$ cat config.mk
export PLATFORM = sky130hd
export DESIGN_NAME = uart_rx_m
export DESIGN_NICKNAME = d
export VERILOG_FILES = /design/src/rtl/uart_pkg.sv /design/src/rtl/uart_bitx8ce_gen.sv /design/src/rtl/uart_rx_m.sv
export SDC_FILE = /design/constraint.sdc
export NUM_CORES = 1
export LEC_CHECK = 0
export BUFFER_PORTS_ARGS = -buffer_cell sky130_fd_sc_hd__buf_2
export CAP_MARGIN = 20
export CORE_MARGIN = 4
export CORE_UTILIZATION = 40
export CTS_CLUSTER_SIZE = 24
export DETAILED_ROUTE_END_ITERATION = 8
export GPL_TIMING_DRIVEN = 1
export MAX_ROUTING_LAYER = met4
export PLACE_DENSITY = 0.68
export SETUP_SLACK_MARGIN = 0.5
export SLEW_MARGIN = 20
export SYNTH_ARGS = -nofsm -noshare
export SYNTH_HDL_FRONTEND = slang
export SYNTH_SLANG_ARGS = --single-unit
$ cat constraint.sdc
create_clock -name clk -period 3.1 [get_ports clk]
set_input_delay 0.155 -clock clk [delete_from_list [all_inputs] [get_ports clk]]
set_output_delay 0.155 -clock clk [all_outputs]
set_load 0.005 [all_outputs]
$ cat src/rtl/uart_pkg.sv
// Shared UART definitions: receiver state encoding, oversample indices and
// frame constants. Also used by the transmit-side tick generator.
package uart_pkg;

  typedef enum logic [2:0] {
    ST_IDLE    = 3'd0,
    ST_START   = 3'd1,
    ST_DATA    = 3'd2,
    ST_STOP    = 3'd3,
    ST_BRKWAIT = 3'd4
  } rx_state_e;

  // Oversample positions inside one bit (8 ticks per bit)
  localparam logic [2:0] SMP_A    = 3'd3;
  localparam logic [2:0] SMP_B    = 3'd4;
  localparam logic [2:0] SMP_C    = 3'd5;
  localparam logic [2:0] LAST_SUB = 3'd7;

  localparam int NDATABITS  = 8;
  localparam int OVERSAMPLE = 8;

  // 2-of-3 majority vote
  function automatic logic maj3(input logic a, input logic b, input logic c);
    return (a & b) | (a & c) | (b & c);
  endfunction

endpackage

$ cat src/rtl/uart_bitx8ce_gen.sv
// Phase-accumulator tick generator: one-clk pulse at 8x the bit rate.
// Average rate is exact; individual tick spacing jitters by at most 1 clk.
module uart_bitx8ce_gen
  import uart_pkg::*;
#(
  parameter int SYSCLKFRQ = 12000000,
  parameter int BITCLKFRQ = 115200
) (
  input  logic clk,
  input  logic rst_n,
  output logic bitx8ce
);

  localparam logic [32:0] INC  = 33'(OVERSAMPLE * BITCLKFRQ);
  localparam logic [32:0] MODV = 33'(SYSCLKFRQ);

  logic [31:0] acc_q, acc_d;
  logic        tick_q, tick_d;
  logic [32:0] sum;

  // Accumulate; wrap by SYSCLKFRQ and fire a tick on each wrap
  always_comb begin
    sum    = {1'b0, acc_q} + INC;
    acc_d  = sum[31:0];
    tick_d = 1'b0;
    if (sum >= MODV) begin
      acc_d  = 32'(sum - MODV);
      tick_d = 1'b1;
    end
  end

  // Accumulator and registered tick
  always_ff @(posedge clk or negedge rst_n) begin
    if (!rst_n) begin
      acc_q  <= '0;
      tick_q <= 1'b0;
    end else begin
      acc_q  <= acc_d;
      tick_q <= tick_d;
    end
  end

  assign bitx8ce = tick_q;

endmodule

$ cat src/rtl/uart_rx_m.sv
// Standalone 8N1 UART receiver, 8x oversampling with 3-sample majority vote.
// Strobes bytercvd on a good stop bit, framingerr on a low stop bit.
module uart_rx_m
  import uart_pkg::*;
#(
  parameter int SYSCLKFRQ                = 12000000,
  parameter int BITCLKFRQ                = 115200,
  parameter int ACCEPTEDERROR_IN_PERCENT = 2,
  parameter int HASRXBYTEREGISTER        = 1
) (
  input  logic       clk,
  input  logic       rst_n,
  input  logic       rxpin,
  output logic [7:0] q,
  output logic       bytercvd,
  output logic       framingerr,
  output logic       rxbusy,
  output logic       bitx8ce
);

  // Reject clock/baud combinations that cannot be oversampled cleanly
  if (SYSCLKFRQ < 16 * BITCLKFRQ) begin : g_chk_rate
    $error("uart_rx_m: SYSCLKFRQ must be at least 16*BITCLKFRQ");
  end
  if ((64'(100) * 64'(OVERSAMPLE) * 64'(BITCLKFRQ)) / 64'(SYSCLKFRQ) >
      64'(ACCEPTEDERROR_IN_PERCENT) * 64'(OVERSAMPLE)) begin : g_chk_err
    $error("uart_rx_m: tick jitter exceeds ACCEPTEDERROR_IN_PERCENT");
  end

  localparam logic [2:0] LAST_BIT = 3'(NDATABITS - 1);

  logic tick;

  uart_bitx8ce_gen #(
    .SYSCLKFRQ(SYSCLKFRQ),
    .BITCLKFRQ(BITCLKFRQ)
  ) u_tick (
    .clk    (clk),
    .rst_n  (rst_n),
    .bitx8ce(tick)
  );

  logic       sync1_q, sync2_q, rxs;
  rx_state_e  state_q, state_d;
  logic [2:0] sub_q, sub_d;
  logic [2:0] nbit_q, nbit_d;
  logic [7:0] sh_q, sh_d;
  logic [1:0] smp_q, smp_d;
  logic [7:0] rxq_q, rxq_d;
  logic       bytercvd_q, bytercvd_d;
  logic       framingerr_q, framingerr_d;
  logic       v;

  // Two-flop synchroniser, idle-high so reset never looks like a start bit
  always_ff @(posedge clk or negedge rst_n) begin
    if (!rst_n) begin
      sync1_q <= 1'b1;
      sync2_q <= 1'b1;
    end else begin
      sync1_q <= rxpin;
      sync2_q <= sync1_q;
    end
  end

  assign rxs = sync2_q;

  // Vote over the samples at sub 3 and 4 plus the live level at sub 5
  assign v = maj3(smp_q[1], smp_q[0], rxs);

  // Receive FSM: all state/counter movement happens on oversample ticks
  always_comb begin
    state_d      = state_q;
    sub_d        = sub_q;
    nbit_d       = nbit_q;
    sh_d         = sh_q;
    smp_d        = smp_q;
    rxq_d        = rxq_q;
    bytercvd_d   = 1'b0;
    framingerr_d = 1'b0;
    if (tick) begin
      if (sub_q == SMP_A) smp_d[1] = rxs;
      if (sub_q == SMP_B) smp_d[0] = rxs;
      unique case (state_q)
        ST_IDLE: begin
          if (!rxs) begin
            state_d = ST_START;
            sub_d   = 3'd1;
          end
        end
        ST_START: begin
          sub_d = sub_q + 3'd1;
          if (sub_q == SMP_C && v) begin
            // start bit did not hold low: treat as a glitch
            state_d = ST_IDLE;
            sub_d   = 3'd0;
          end else if (sub_q == LAST_SUB) begin
            state_d = ST_DATA;
            sub_d   = 3'd0;
            nbit_d  = 3'd0;
          end
        end
        ST_DATA: begin
          sub_d = sub_q + 3'd1;  // wraps 7 -> 0 at each bit boundary
          if (sub_q == SMP_C) sh_d = {v, sh_q[7:1]};
          if (sub_q == LAST_SUB) begin
            nbit_d = nbit_q + 3'd1;
            if (nbit_q == LAST_BIT) state_d = ST_STOP;
          end
        end
        ST_STOP: begin
          sub_d = sub_q + 3'd1;
          if (sub_q == SMP_C) begin
            sub_d = 3'd0;
            if (v) begin
              // leave early so a short stop bit still catches the next start
              if (HASRXBYTEREGISTER != 0) rxq_d = sh_q;
              bytercvd_d = 1'b1;
              state_d    = ST_IDLE;
            end else begin
              framingerr_d = 1'b1;
              state_d      = ST_BRKWAIT;
            end
          end
        end
        ST_BRKWAIT: begin
          if (rxs) state_d = ST_IDLE;
        end
        default: state_d = ST_IDLE;
      endcase
    end
  end

  // FSM, counters, shift and holding registers, strobes
  always_ff @(posedge clk or negedge rst_n) begin
    if (!rst_n) begin
      state_q      <= ST_IDLE;
      sub_q        <= '0;
      nbit_q       <= '0;
      sh_q         <= '0;
      smp_q        <= '0;
      rxq_q        <= '0;
      bytercvd_q   <= 1'b0;
      framingerr_q <= 1'b0;
    end else begin
      state_q      <= state_d;
      sub_q        <= sub_d;
      nbit_q       <= nbit_d;
      sh_q         <= sh_d;
      smp_q        <= smp_d;
      rxq_q        <= rxq_d;
      bytercvd_q   <= bytercvd_d;
      framingerr_q <= framingerr_d;
    end
  end

  assign q          = (HASRXBYTEREGISTER != 0) ? rxq_q : sh_q;
  assign bytercvd   = bytercvd_q;
  assign framingerr = framingerr_q;
  assign rxbusy     = (state_q != ST_IDLE);
  assign bitx8ce    = tick;

endmodule

======== Word level (Yosys, flattened, before mapping) ========
Cells that the tools add are included.
storage, ports and cells
  flip-flop bits (word level) ............. 64
  bits in latches ......................... 0
  bits in writable memories ............... 0
  ROM bits ................................ 0
  input bits .............................. 3
  output and inout port bits .............. 12
  logic and storage cells ................. 79
  memories kept ........................... 0
operators by class
  $add $sub $neg .......................... 4
  multipliers ............................. 0
  div/mod/pow operators ................... 0
  $lt $le $gt $ge ......................... 1
  equal/unequal tests ..................... 17
  shift-type cells ........................ 0
  mux-type cells .......................... 27
  bitwise logic cells ..................... 5
  reductions and logical operators ........ 12
operator list
  operator                                                             count
  two-way mux 3 bit                                                    14
  adder 32 x 20 -> 33 bit, second input constant                       1
  greater-or-equal comparator 33 x 24 -> 1 bit, second input constant  1
  two-way mux 32 bit                                                   1
  subtractor 32 x 24 -> 32 bit, second input constant                  1
  == test 3 bit, second input constant                                 5
  one-hot mux 3 bit (5 select lines)                                   1
  != test 2 bit, second input constant                                 7
  one-hot mux 3 bit (4 select lines)                                   1
  == test 3 x 2 -> 1 bit, second input constant                        3
  two-way mux 1 bit                                                    9
  AND reduction 7 bit                                                  1
  adder 3 x 1 -> 3 bit, second input constant                          2
  one-hot mux 3 bit (2 select lines)                                   1
  AND reduction 3 bit                                                  2
  AND reduction 5 bit                                                  1
  AND reduction 2 bit                                                  2
  AND reduction 4 bit                                                  1
  nonzero test 4 bit                                                   1
  bitwise AND 1 bit                                                    3
  == test 3 x 1 -> 1 bit, second input constant                        1
  logical NOT 3 bit                                                    1
  != test 3 bit, second input constant                                 1
  nonzero test 3 bit                                                   1
  other kinds (3)                                                      4

======== Logic depth before layout (Yosys ltp) ========
  depth in word-level cells ............... 7
  gate-level depth with buffers ........... 12
  mapped depth without buffers ............ 10

======== By module ========
Synthesis repeated with hierarchy kept, for this count alone.
second synthesis, totals
  cells, all modules ...................... 342
  area, all modules ....................... 3,434.5 um^2
by module, submodules not included
  module            instances  cells each  area an instance (um^2)  sequential area each (um^2)
  uart_bitx8ce_gen  1          222         1,958.1                  625.6
  uart_rx_m         1          120         1,476.4                  778.2

======== Least setup slack after synthesis ========
No wires, ideal clock.
  path kind ............................... register to register
  start ................................... register u_tick.acc_q[13]
  end ..................................... register u_tick.acc_q[18]
  setup time .............................. 128 ps
  data arrival time ....................... 2,657 ps
  required time ........................... 2,972 ps
  slack ................................... 315 ps
  cell stages (with the launch flop) ...... 13
  path buffers ............................ 3
  period minus slack after synthesis ...... 2,785 ps
  cell sequence ........................... dfrtp_1 > ha_1 > buf_2 > and4_1 > nor4_1 > a211oi_1 > and2_0 > a311o_1 > and2_1 > buf_6 > buf_6 > a2111oi_4 > o21ai_1
between the ends
  cells in the longest elaborated chain, start to end .. 3
  elaborated cells between the ends (all ways) .. 4
  classes of those cells .................. add/sub: 2; order compare: 1; mux: 1
ends and longest elaborated chain
  item                                                                                          RTL line                                        RTL
  from (decl)                                                                                   uart_bitx8ce_gen.sv:17                          logic [31:0] acc_q, acc_d;
  from (signal assigned)                                                                        uart_bitx8ce_gen.sv:35                          acc_q <= '0;
  from (signal assigned)                                                                        uart_bitx8ce_gen.sv:38                          acc_q <= acc_d;
  adder 32 x 20 -> 33 bit *                                                                     uart_bitx8ce_gen.sv:23                          sum = {1'b0, acc_q} + INC;
  subtractor 32 x 24 -> 32 bit or greater-or-equal comparator 33 x 24 -> 1 bit (tied branches)  uart_bitx8ce_gen.sv:27, uart_bitx8ce_gen.sv:26
  two-way mux 32 bit *                                                                          uart_bitx8ce_gen.sv:26                          if (sum >= MODV) begin
  via u_tick.acc_d[18]                                                                          uart_bitx8ce_gen.sv:17
The timed path passes the listed nets; every way through them passes the cells marked *.
A chain may end at the register's enable or synchronous reset.

======== Worst setup path after layout ========
  start ................................... register u_tick.acc_q[13]
  end ..................................... register u_tick.acc_q[29]
Same word-level chain as after synthesis.

==> impl_metrics.json <==
{
  "max-slew-margin-rel": 0.498,
  "cts_buffers": 5,
  "setup_viol": 0,
  "nets": 412,
  "maxCapViolations": 0,
  "critical_path_class": "register to register",
  "critPathMaxFanout": 4,
  "dp.cells": 471,
  "finClkSkew_ns": 0.00879,
  "drc": 0,
  "synth_top_area_cell": "dfrtp_1",
  "cts-root-buf": "clkbuf_8",
  "yosysUniqueCellTypes": 59,
  "die_w_um": 100,
  "hp-class": "register to register",
  "final_max_slew_viol_count": 0,
  "dp_hpwl_um": 4820,
  "wl_per_cell_um": 15.8,
  "seq_area_frac_synth": 0.413,
  "firstDrtPassIters": 5,
  "max_freq_ghz": 0.367,
  "grt_pass1_vias": 2689,
  "status": "complete, no violations",
  "syn2layout_area_growth_pct": 25.1,
  "place_area_mm2": 0.00364,
  "clk_pin_slew_ns": 0.11,
  "die_y_um": 100,
  "worst_setup_path_start_kind": "register",
  "syn_area_mm2": 0.00340,
  "syn_nets": 368,
  "drive_gt1_frac": 0.320,
  "grt_overflow": 0,
  "syn_inst": 355,
  "p_per_area_mw_per_mm2": 294,
  "synth_edf_count": 0,
  "hold_violations": 0,
  "antenna_cells_inserted": 0,
  "irDropWorstVdd_mv": 0.186,
  "period_share": 0.880,
  "synth_flop_cell": "dfrtp_1",
  "grt_max_degree": 34,
  "antenna_found_initial": 0,
  "nFillCells": 699,
  "io_pins": 15,
  "ys_warn_count": 0,
  "fin_area_mm2": 0.00425,
  "synth-seq-cells": 56,
  "power.total_mw": 1.25,
  "drt_iter0_drc": 142,
  "instances_no_fill": 505,
  "clockBufferDepth": 2,
  "syn_area_per_cell_um2": 9.57,
  "clock_sinks": 56,
  "arrival_ns": 2.94,
  "p_leak_nw": 1.85,
  "grt_setup_unrepaired": "true",
  "initial_core_util": 0.413,
  "grt_pass1_wl_um": 12500,
  "num_vias": 2759,
  "ant_nets": 0,
  "async_flop_share": 1.00,
  "cp-end-kind": "register",
  "via_per_inst": 5.46,
  "worstMarginPinSlew_ns": 0.752,
  "synth.top_cell.area_share": 0.398,
  "core_area_mm2": 0.00822,
  "worstSkewPairLatency_ns": 0.32,
  "synthTopCellsByArea": "dfrtp_1 (40%), xnor2_1 (6.2%), nand2_1 (5.4%), mux2_2 (4.3%), ha_1 (3.7%)",
  "fin_tns_setup_ns": 0,
  "gp_congestion": 0.902,
  "port_buffers": 14,
  "crit_required_ns": 3.31,
  "htree_levels": 2,
  "grt_use_total": 0.155,
  "wl_um": 7960,
  "cts_tree": "yes",
  "std_cell_rows": 33,
  "fin_crit_ns": 2.73,
  "die-area_mm2": 0.0100
}
where the power goes:
part / switching (mW) / internal (mW)
clock: 0.270 / 0.167
combinational: 0.0366 / 0.0225
sequential: 0.0126 / 0.739
total: 0.319 / 0.929
cell usage after synthesis, types with 2 or more instances:
| cell type | count |
|---|---|
| nor4b_2 | 2 |
| xnor2_1 | 24 |
| inv_1 | 12 |
| mux2_2 | 13 |
| nand2b_1 | 4 |
| and2_1 | 3 |
| nor2_1 | 27 |
| nand4_2 | 2 |
| o211a_1 | 2 |
| buf_6 | 2 |
| a21oi_1 | 16 |
| dfrtp_1 | 54 |
| or2_2 | 2 |
| ha_1 | 10 |
| o21ai_0 | 22 |
| nand3b_1 | 4 |
| or3_1 | 3 |
| xor2_1 | 9 |
| nor4_1 | 6 |
| buf_4 | 4 |
| o21a_1 | 3 |
| buf_2 | 4 |
| nor2b_1 | 4 |
| a211oi_1 | 2 |
| a2111oi_2 | 2 |
| nand4b_1 | 3 |
| nor3_2 | 5 |
| a2111oi_4 | 2 |
| o22ai_1 | 2 |
| dfstp_2 | 2 |
| clkbuf_1 | 6 |
| o21bai_1 | 2 |
| nand2_1 | 49 |
| nand3_1 | 11 |
| nor3_1 | 8 |
| and4_1 | 3 |
| a21o_1 | 4 |
critical path, cell delays in order (launching register included):
cell and delay, ns:
dfrtp_1 0.44, ha_4 0.21, buf_6 0.12, nand2b_4 0.15
nor4_4 0.32, nor4_4 0.10, o21a_1 0.19, o21ai_0 0.47
nor2b_4 0.39, nor4b_4 0.09, xnor2_1 0.13
final cells by class:
cell class | count | area (um2) | area share
Clock buffer | 5 | 68.8 | 0.0162
Multi-Input combinational cell | 270 | 2130 | 0.501
Inverter | 13 | 48.8 | 0.0115
Tap cell | 105 | 131 | 0.0309
Sequential cell | 56 | 1410 | 0.332
Clock inverter | 3 | 27.5 | 0.00648
Timing Repair Buffer | 53 | 430 | 0.101
sequential cells by signal, indices dropped and copies added (netlist names):
register	cells
rxs	1
state_q	3
q	8
bytercvd	1
framingerr	1
nbit_q	3
sub_q	3
u_tick.bitx8ce	1
smp_q	2
sh_q	8
u_tick.acc_q	24
sync1_q	1
worst paths after layout:
path	from	end	slack, ns	cells after the start
max	u_tick.acc_q[13]$_DFF_PN0_	u_tick.acc_q[29]$_DFF_PN0_	0.37	10
min	sync1_q$_DFF_PN1_	rxs$_DFF_PN1_	0.36	0
max reg2reg	u_tick.acc_q[13]$_DFF_PN0_	u_tick.acc_q[29]$_DFF_PN0_	0.37	10
min reg2reg	sync1_q$_DFF_PN1_	rxs$_DFF_PN1_	0.36	0
max in group asynchronous	rst_n	sync1_q$_DFF_PN1_	1.83	3
min in group asynchronous	rst_n	u_tick.acc_q[17]$_DFF_PN0_	0.44	2
cell usage in the layout (no fill, tap or decap), drive strengths merged, types with 6 or more instances in the layout:
| cell | netlist | routed |
|---|---|---|
| nand3 | 11 | 11 |
| buf | 10 | 50 |
| nor4 | 6 | 6 |
| o21ai | 23 | 23 |
| nor3 | 13 | 13 |
| clkbuf | 6 | 6 |
| nand2 | 49 | 49 |
| dfrtp | 54 | 54 |
| mux2 | 13 | 13 |
| xnor2 | 24 | 24 |
| nor2 | 27 | 27 |
| xor2 | 9 | 9 |
| a21oi | 17 | 17 |
| ha | 10 | 10 |
| inv | 12 | 13 |
metal layers:
| metal | vias to the layer above | global-route usage | routed length [um] |
|---|---|---|---|
| met2 | 91 | 0.256 | 3940 |
| li1 | 1334 | - | - |
| met1 | 1309 | 0.195 | 3420 |
| met3 | 25 | 0.0292 | 382 |
| met5 | - | - | 0 |
| met4 | 0 | 0.0446 | 213 |
cell families after synthesis:
logic type,count (synthesis),synth area share
xor+xnor,33,0.0851
buf+inv,29,0.0424
simple gates,144,0.228
flops,56,0.413
compound gates,69,0.148
fa+ha+maj,11,0.0398
mux,13,0.0431
through the flow:
step	setup WS (ns)	util	hold WS, ns
after floorplan	0.492	-	-0.141
after global placement	0.249	0.443	0.262
after detailed placement	0.206	0.443	0.263
after CTS	0.417	0.475	0.365
after global routing	0.295	0.517	0.363
final	0.373	0.517	0.363
what timing repair did:
action / in CTS / in global routing
gates cloned: 0 / 1
resized for setup: 18 / 35
hold buffers: 2 / 0
setup endpoints to repair: 23 / 22
pin swaps: 1 / 20
setup buffers: 6 / 17
endpoints found under the hold margin: 33 / 0
(Power assumes the default switching activity.)
